[src/rtl/wide_add_seq.sv]
// wide_add_seq: (32*WORDS)-bit add sequenced one 32-bit word per clock, LSW first, through one shared CLA.
// Define WIDE_ADD_SEQ_SUB_EN to add the `sub` port (a - b via inverted b words and carry-in of 1).

module wide_add_seq_cla32 (
    input  logic [31:0] x,
    input  logic [31:0] y,
    input  logic        ci,
    output logic [31:0] s,
    output logic        co
);
    logic [31:0] p;
    logic [31:0] g;
    logic [7:0]  grp_g;
    logic [7:0]  grp_p;
    logic [32:0] c;

    assign p = x ^ y;
    assign g = x & y;

    // Two-level lookahead: 4-bit groups produce G/P, group carries feed the in-group carries.
    // NOTE: every variable written in this block gets a default first, so no latch can be inferred.
    always_comb begin
        grp_g = '0;
        grp_p = '0;
        c     = '0;
        for (int k = 0; k < 8; k++) begin
            grp_g[k] = g[4*k+3]
                     | (p[4*k+3] & g[4*k+2])
                     | (p[4*k+3] & p[4*k+2] & g[4*k+1])
                     | (p[4*k+3] & p[4*k+2] & p[4*k+1] & g[4*k]);
            grp_p[k] = &p[4*k +: 4];
        end
        c[0] = ci;
        for (int k = 0; k < 8; k++) begin
            c[4*k+4] = grp_g[k] | (grp_p[k] & c[4*k]);
        end
        for (int k = 0; k < 8; k++) begin
            c[4*k+1] = g[4*k] | (p[4*k] & c[4*k]);
            c[4*k+2] = g[4*k+1]
                     | (p[4*k+1] & g[4*k])
                     | (p[4*k+1] & p[4*k] & c[4*k]);
            c[4*k+3] = g[4*k+2]
                     | (p[4*k+2] & g[4*k+1])
                     | (p[4*k+2] & p[4*k+1] & g[4*k])
                     | (p[4*k+2] & p[4*k+1] & p[4*k] & c[4*k]);
        end
    end

    assign s  = p ^ c[31:0];
    assign co = c[32];
endmodule

module wide_add_seq #(
    parameter int WORDS = 4
) (
    input  logic                  clk,
    input  logic                  rst_n,
    input  logic                  start,
`ifdef WIDE_ADD_SEQ_SUB_EN
    input  logic                  sub,
`endif
    input  logic [32*WORDS-1:0]   a,
    input  logic [32*WORDS-1:0]   b,
    input  logic                  cin,
    output logic                  busy,
    output logic                  done,
    output logic [32*WORDS-1:0]   sum,
    output logic                  cout
);
    localparam int IDX_W = $clog2(WORDS);
    localparam logic [IDX_W-1:0] LAST_IDX = IDX_W'(WORDS - 1);

    typedef enum logic [1:0] {
        S_IDLE = 2'd0,
        S_RUN  = 2'd1,
        S_DONE = 2'd2
    } state_t;

    state_t state_q;
    state_t state_d;

    logic [WORDS-1:0][31:0] a_r;
    logic [WORDS-1:0][31:0] b_r;
    logic [WORDS-1:0][31:0] sum_r;
    logic [IDX_W-1:0]       idx_q;
    logic                   carry_r;
    logic                   cout_q;
    logic                   busy_q;
    logic                   done_q;

    logic                   accept;
    logic                   last_word;
    logic                   init_carry;
    logic [31:0]            a_word;
    logic [31:0]            b_word;
    logic [31:0]            cla_s;
    logic                   cla_co;

    assign last_word = (idx_q == LAST_IDX);
    assign a_word    = a_r[idx_q];

`ifdef WIDE_ADD_SEQ_SUB_EN
    logic sub_r;

    // Subtraction is a + ~b + 1, so sub overrides cin with a forced carry-in.
    assign b_word     = sub_r ? ~b_r[idx_q] : b_r[idx_q];
    assign init_carry = sub ? 1'b1 : cin;

    always_ff @(posedge clk or negedge rst_n) begin
        if (!rst_n) begin
            sub_r <= 1'b0;
        end else if (accept) begin
            sub_r <= sub;
        end
    end
`else
    assign b_word     = b_r[idx_q];
    assign init_carry = cin;
`endif

    wide_add_seq_cla32 u_cla (
        .x  (a_word),
        .y  (b_word),
        .ci (carry_r),
        .s  (cla_s),
        .co (cla_co)
    );

    always_comb begin
        state_d = state_q;
        accept  = 1'b0;
        unique case (state_q)
            S_IDLE: begin
                if (start) begin
                    state_d = S_RUN;
                    accept  = 1'b1;
                end
            end
            S_RUN: begin
                if (last_word) begin
                    state_d = S_DONE;
                end
            end
            S_DONE: begin
                if (start) begin
                    state_d = S_RUN;
                    accept  = 1'b1;
                end else begin
                    state_d = S_IDLE;
                end
            end
            default: state_d = S_IDLE;
        endcase
    end

    // NOTE: sequential state uses non-blocking assignments so every flop samples pre-edge values.
    always_ff @(posedge clk or negedge rst_n) begin
        if (!rst_n) begin
            state_q <= S_IDLE;
        end else begin
            state_q <= state_d;
        end
    end

    // NOTE: the operand and sum word arrays are flops, not RAM, and are cleared by reset like any other state.
    always_ff @(posedge clk or negedge rst_n) begin
        if (!rst_n) begin
            a_r     <= '0;
            b_r     <= '0;
            sum_r   <= '0;
            idx_q   <= '0;
            carry_r <= 1'b0;
            cout_q  <= 1'b0;
            busy_q  <= 1'b0;
            done_q  <= 1'b0;
        end else begin
            busy_q <= (state_d == S_RUN);
            done_q <= (state_d == S_DONE);
            if (accept) begin
                a_r     <= a;
                b_r     <= b;
                carry_r <= init_carry;
                idx_q   <= '0;
            end else if (state_q == S_RUN) begin
                sum_r[idx_q] <= cla_s;
                carry_r      <= cla_co;
                if (last_word) begin
                    cout_q <= cla_co;
                end else begin
                    idx_q <= idx_q + 1'b1;
                end
            end
        end
    end

    assign busy = busy_q;
    assign done = done_q;
    assign sum  = sum_r;
    assign cout = cout_q;
endmodule

[config.mk]
export PLATFORM = sky130hd
export DESIGN_NAME = wide_add_seq
export DESIGN_NICKNAME = d
export VERILOG_FILES = /design/src/rtl/wide_add_seq.sv
export SDC_FILE = /design/constraint.sdc
export NUM_CORES = 1
export LEC_CHECK = 0
export BUFFER_PORTS_ARGS = -buffer_cell sky130_fd_sc_hd__buf_2
export CAP_MARGIN = 20
export CORE_ASPECT_RATIO = 0.7
export CORE_MARGIN = 8
export CORE_UTILIZATION = 50
export DETAILED_ROUTE_END_ITERATION = 6
export GPL_TIMING_DRIVEN = 0
export PLACE_DENSITY = 0.78
export SLEW_MARGIN = 0
export SYNTH_ARGS = -nofsm -noshare
export SYNTH_HDL_FRONTEND = slang
export SYNTH_SLANG_ARGS = --single-unit
[constraint.sdc]
create_clock -name clk -period 4.8 [get_ports clk]
set_input_delay 0.24 -clock clk [delete_from_list [all_inputs] [get_ports clk]]
set_output_delay 0.24 -clock clk [all_outputs]
set_load 0.005 [all_outputs]
Yosys cells after proc, flatten, opt, wreduce, memory -nomap -nowiden

Cells that the tools add are included.

Bits in registers: 392
Output and inout port bits: 131
Bits of input ports: 260
Word-level logic and storage cells: 264

$add $sub $neg: 1
Order comparisons: 2
Equal/unequal tests: 6
Multiplexer cells: 18
Reduce and logical (&&, ||, !) cells: 15
Bitwise logic cells: 204

Operators with widths:

| cell                | count |
|---|---|
| $bmux 32 s2         | 2 |
| $bwmux 128          | 1 |
| $and 1x1->1         | 120 |
| $mux 32             | 3 |
| $or 1x1->1          | 80 |
| $demux 32 s2        | 1 |
| $xor 32x32->32      | 2 |
| $and 32x32->32      | 1 |
| $reduce_and 4->1    | 8 |
| $mux 2              | 5 |
| $eq 2x2->1 const B  | 3 |
| $pmux 2 s3          | 1 |
| $mux 1              | 5 |
| $eq 2x1->1 const B  | 2 |
| $reduce_and 2->1    | 2 |
| $lt 2x3->1 const B  | 1 |
| $reduce_and 3->1    | 1 |
| $add 2x1->2 const B | 1 |
| $ge 2x1->1 const B  | 1 |
| $logic_not 2->1     | 1 |
| $ne 2x2->1 const B  | 1 |
| $reduce_bool 2->1   | 1 |
| $reduce_or 2->1     | 1 |
| $logic_and 1x1->1   | 1 |
| $not 1->1           | 1 |

Logic depth before layout (Yosys ltp)

Word-level depth: 24
Gate-level depth with buffers: 15
Depth with buffers taken out: 12

Modules after synthesis

Synthesis repeated with hierarchy kept, for this count alone.

Cell total of the unflattened synthesis: 1631
Area total of the unflattened synthesis: 17682.0 sq um

By module, submodules not included:

| module             | cells an instance | times used | area an instance (sq um) | seq. area each (sq um) |
|---|---|---|---|---|
| wide_add_seq       | 1467              | 1          | 16273.1                  | 9809.4 |
| wide_add_seq_cla32 | 164               | 1          | 1408.9                   | 0.0 |

Least setup slack after synthesis

OpenSTA, ideal clock, no wires.

Kind: reg-to-reg
From: register idx_q[0]
To: register sum_r, in the netlist sum[16]
Path slack: 0.498 ns
Data arrival time: 4.177 ns
Clock period less this slack: 4.302 ns
Stages on the path, launching flop included: 15
Cell sequence: dfrtp_1 clkbuf_1 clkbuf_1 mux4_2 ha_1 and4_4 and2b_1 a311o_2 a21o_4 a21oi_4 o21ba_1 buf_6 inv_1 fa_1 mux2_2

Longest elaborated chain between the ends: 16
Elaborated cells between the ends (all ways): 57

RTL lines:

| what                                             | RTL line   | text |
|---|---|---|
| start, declared                                  | 85         | `logic [IDX_W-1:0] idx_q;` |
| start signal, assigned                           | 190        | `idx_q <= idx_q + 1'b1;` |
| $bmux 32 s2 (on tied branches)                   | 100, 117   |  |
| $mux 32 (on tied branches)                       | 100, 117   |  |
| $xor 32x32->32 or $and 32x32->32 (tied branches) | 17, 18     |  |
| $and 1x1->1 (on tied branches)                   | 28, 29, 30 |  |
| $or 1x1->1, or another cell as far along         | 28         | `\| (p[4*k+3] & g[4*k+2])` |
| $or 1x1->1 or $and 1x1->1 (tied branches)        | 29, 30     |  |
| $or 1x1->1                                       | 30         | `\| (p[4*k+3] & p[4*k+2] & p[4*k+1] & g[4*k]);` |
| $or 1x1->1                                       | 35         | `c[4*k+4] = grp_g[k] \| (grp_p[k] & c[4*k]);` |
| $and 1x1->1                                      | 35         |  |
| $or 1x1->1                                       | 35         |  |
| $and 1x1->1                                      | 35         |  |
| $or 1x1->1                                       | 35         |  |
| $and 1x1->1                                      | 35         |  |
| $or 1x1->1                                       | 35         |  |
| $xor 32x32->32 (*)                               | 49         | `assign s = p ^ c[31:0];` |
| via cla_s[16]                                    | 96         | `logic [31:0] cla_s;` |
| $bwmux 128 (*)                                   | 185        | `sum_r[idx_q] <= cla_s;` |
| end signal, assigned by index                    | 185        |  |
| end, declared                                    | 84         | `logic [WORDS-1:0][31:0] sum_r;` |

The timed path passes the listed nets; every way through them passes the cells marked *. The select of a mux whose other input is x is not followed.
A chain may end at the register's enable or synchronous reset.

Final worst setup path

From: register idx_q[1]
To: register sum_r, in the netlist sum[49]

Longest elaborated chain between the ends: 18
Elaborated cells between the ends (all ways): 59

RTL lines:

| what                                             | RTL line   | text |
|---|---|---|
| $bmux 32 s2 (on tied branches)                   | 100, 117   |  |
| $mux 32 (on tied branches)                       | 100, 117   |  |
| $xor 32x32->32 or $and 32x32->32 (tied branches) | 17, 18     |  |
| $and 1x1->1 (on tied branches)                   | 28, 29, 30 |  |
| $or 1x1->1, or another cell as far along         | 28         |  |
| $or 1x1->1 or $and 1x1->1 (tied branches)        | 29, 30     |  |
| $or 1x1->1                                       | 30         |  |
| $or 1x1->1                                       | 35         |  |
| [... 2 more ...]                                 | n/a        |  |
| $and 1x1->1                                      | 35         |  |
| $or 1x1->1                                       | 35         |  |
| $and 1x1->1                                      | 35         |  |
| $or 1x1->1                                       | 35         |  |
| $and 1x1->1                                      | 38         | `c[4*k+1] = g[4*k] \| (p[4*k] & c[4*k]);` |
| $or 1x1->1                                       | 38         |  |
| $xor 32x32->32                                   | 49         |  |
| $bwmux 128 (*)                                   | 185        |  |

Mark *: on every way between the ends. The rest lies on a longest branch, timed or not. The select of a mux whose other input is x is not followed.

==> results.yml <==
timing:
  clock_skew_ns: 0.02373
  report.final.slew_viol_count: 0
  hold_violations: 0
  setup_tns_ns: 0
  timing.final.crit_share: 0.9630
  worst_slack_ns: 0.1775
  setup_violations: 0
  relSlewSlack: 0.3635
  fmax_ghz: 0.2163
  period_needed_ns: 4.623
  rsz0062_at_grt: "false"
  tightest_slew_ns: 0.9479
yosys:
  synthTopCellsByArea: "dfrtp_1, nand2_1, mux4_2"
  synth_cell_types: 50
  synth_edf_count: 0
  syn-instance-count: 1790
  syn_nets: 2094
  synthArstFlopShare: 1.000
  synth-main-ff-cell: "dfrtp_1"
  yosys.area.top_type_share: 0.5623
  synth_top_area_cell: "dfrtp_1"
  syn_area_mm2: 0.01744
  ys_ff_latch: 392
  avgSynthCellArea_um2: 9.745
  yosysWarnings: 0
  yosysSeqAreaShare: 0.5623
critical_path:
  path_class: "reg -> reg"
  cpPeakStageDelay_ns: 0.46
  end_kind: "flip-flop"
  crit_fanout: 10
  path_cells: "clkbuf_4 > clkbuf_4 > mux4_2 > ha_1 > a21oi_1 > o21ai_0 > a311o_2 > a21o_4 > a21oi_4 > o21ba_1 > buf_6 > inv_1 > fa_1 > xnor2_2 > o21ai_0"
  start_kind: "flip-flop"
  slowest_stage: "fa_1"
  crit_required_ns: 5.19
  cp_data_arrival_time_ns: 5.01
power:
  switching_share: 0.4603
  p_clk_frac: 0.153
  seq_power_share: 0.298
  p_leak_uw: 0.01234
  irDropWorstVdd_v: 0.0004551
  comb_power_share: 0.549
  internal_power_uw: 10690
  power_density_mw_per_mm2: 825.5
  switching_power_uw: 9122
placed_design:
  port-buffer-count: 390
  place.gp.congestion: 0.9186
  place_ws_ns: -0.9968
  hpwlAfterDp_um: 45300
floorplan:
  dieHeight_um: 172.3
  io_pins: 391
  core_region_area_mm2: 0.03452
  die_w_um: 239.3
  fp-row-count: 57
  die_area_mm2: 0.04122
  initial_utilization: 0.5054
cells_and_area:
  area_delta_synth_final_pct: 37.60
  final_net_count: 2785
  final_cell_mix: "nand2_1, buf_2, dfrtp_1"
  layout_commonest_cell: "nand2_1"
  drive_gt1_frac: 0.2259
grt:
  overflow: 0
  grt_use_total: 0.3231
  grt_pass1_vias: 17650
  antenna_found_initial: 7
  grt_pass1_wl_um: 100800
  grt_max_degree: 117
route:
  viasPerCell: 5.682
  drc: 0
  drtIter0Drc: 1813
  wl_um: 67660
  wl_per_cell_um: 22.62
  first_pass_iters: 6
  ant_nets: 0
  vias: 16990
worst_hold_path:
  hp-class: "in -> async"
clocking:
  cts.sinks: 392
  htreeDepth: 2
  clk_latency_ns: 0.54
  clk_pin_slew_ns: 0.06
  postCtsSetupBuffers: 0
  cts-buffers-inserted: 39
  cts_buffer_depth: 3
  cts_tree: "done"
  root_buffer: "clkbuf_16"
run_status:
  status: "completed"
job:
  cap_violations: 0
## flip-flops by register name (all words and copies together) (netlist names)
register and flops:
a_r 128, sum 128, busy 1, b_r 128, done 1, carry_r 1
cout 1, state_q 2, idx_q 2
## area by class of cell
type,instances,area (um^2)
Clock inverter,11,90.09
Sequential cell,392,9811
Antenna cell,9,22.52
Multi-Input combinational cell,1280,7219
Timing Repair Buffer,651,4627
Buffer,100,425.4
Fill cell,2471,10520
Inverter,17,63.81
Tap cell,472,590.6
Clock buffer,59,1154
## final timing paths
kind / start / end / slack [ns] / cells after the start
setup / recovery: idx_q[1] / sum[49] / 0.18 / 15
hold / removal: rst_n / sum[15] / 0.25 / 2
setup reg to reg: idx_q[1] / sum[49] / 0.18 / 15
hold reg to reg: b_r[54] / b_r[54] / 0.47 / 2
max in group asynchronous: rst_n / b_r[54] / 3.15 / 4
min in group clk: start / state_q[0] / 0.34 / 4
## critical path: cells and delay by family (launching register included)
family / cells / cell delay, ns
buffers and inverters: 4 / 0.84
muxes: 1 / 0.42
AOI/OAI and AO/OA: 7 / 1.54
DFF: 1 / 0.39
xor gates and xnor gates: 1 / 0.40
adders and majority gates: 2 / 0.86
## cells by family (layout without fill, tap and decap cells)
| group | count (synthesis) | in the layout | synth area share |
|---|---|---|---|
| simple gates | 964 | 964 | 0.2139 |
| flops | 392 | 392 | 0.5623 |
| compound gates | 169 | 169 | 0.05752 |
| buf+inv | 118 | 838 | 0.02604 |
| mux | 82 | 82 | 0.09425 |
| fa+ha+maj | 44 | 44 | 0.03500 |
| xor+xnor | 21 | 21 | 0.01097 |
| other cells | 0 | 9 | 0 |
## cells in the mapped netlist, types with 8 or more instances
cell type	number
o21ai_0	106
xnor2_1	16
inv_1	16
a21oi_1	19
mux2_2	18
nor2_1	11
fa_1	8
nand2_1	906
clkbuf_1	90
dfrtp_1	392
ha_1	36
nand4_1	9
nand3_1	14
mux4_2	64
a21o_1	10
## power by group through the flow
stage | registers (uW) | clock network (uW) | logic [uW]
4_1_cts | 5810 | 3050 | 10600
3_5_place_dp | 5860 | 0 | 10200
6_report | 5910 | 3030 | 10900
5_1_grt | 6050 | 3170 | 11800
3_3_place_gp | 5770 | 0 | 9860
2_1_floorplan | 5620 | 0 | 6240
## stage by stage
stage                     instance area, um^2  hold slack, ns  power (uW)  utilization  cells
after floorplan                         17440        -0.05559       11860            -   1790
after global placement                  19990          0.4306       15630       0.5790   2652
after detailed placement                20080          0.2117       16080       0.5817   2655
after CTS                               23970          0.2529       19460       0.6944   2983
after global routing                    24000          0.2821       20990       0.6952   2989
final                                   24000          0.2512       19810       0.6954   2991
## metal layers
metal  global-route usage  up-vias  wire [um]
met5                    0        -          0
met4               0.1583        0       3354
met3              0.09013      273       7328
met2               0.5222     1210      31530
met1               0.4015     8291      25440
li1                     -     7220          -
## what timing repair did
| item | in CTS | in global routing |
|---|---|---|
| pin swaps | 0 | 2 |
| setup endpoints to repair | 69 | 33 |
| endpoints found under the hold margin | 316 | 0 |
| gates cloned | 0 | 0 |
| hold buffers | 258 | 0 |
| gates resized for setup | 17 | 13 |
(Power assumes the default switching activity.)
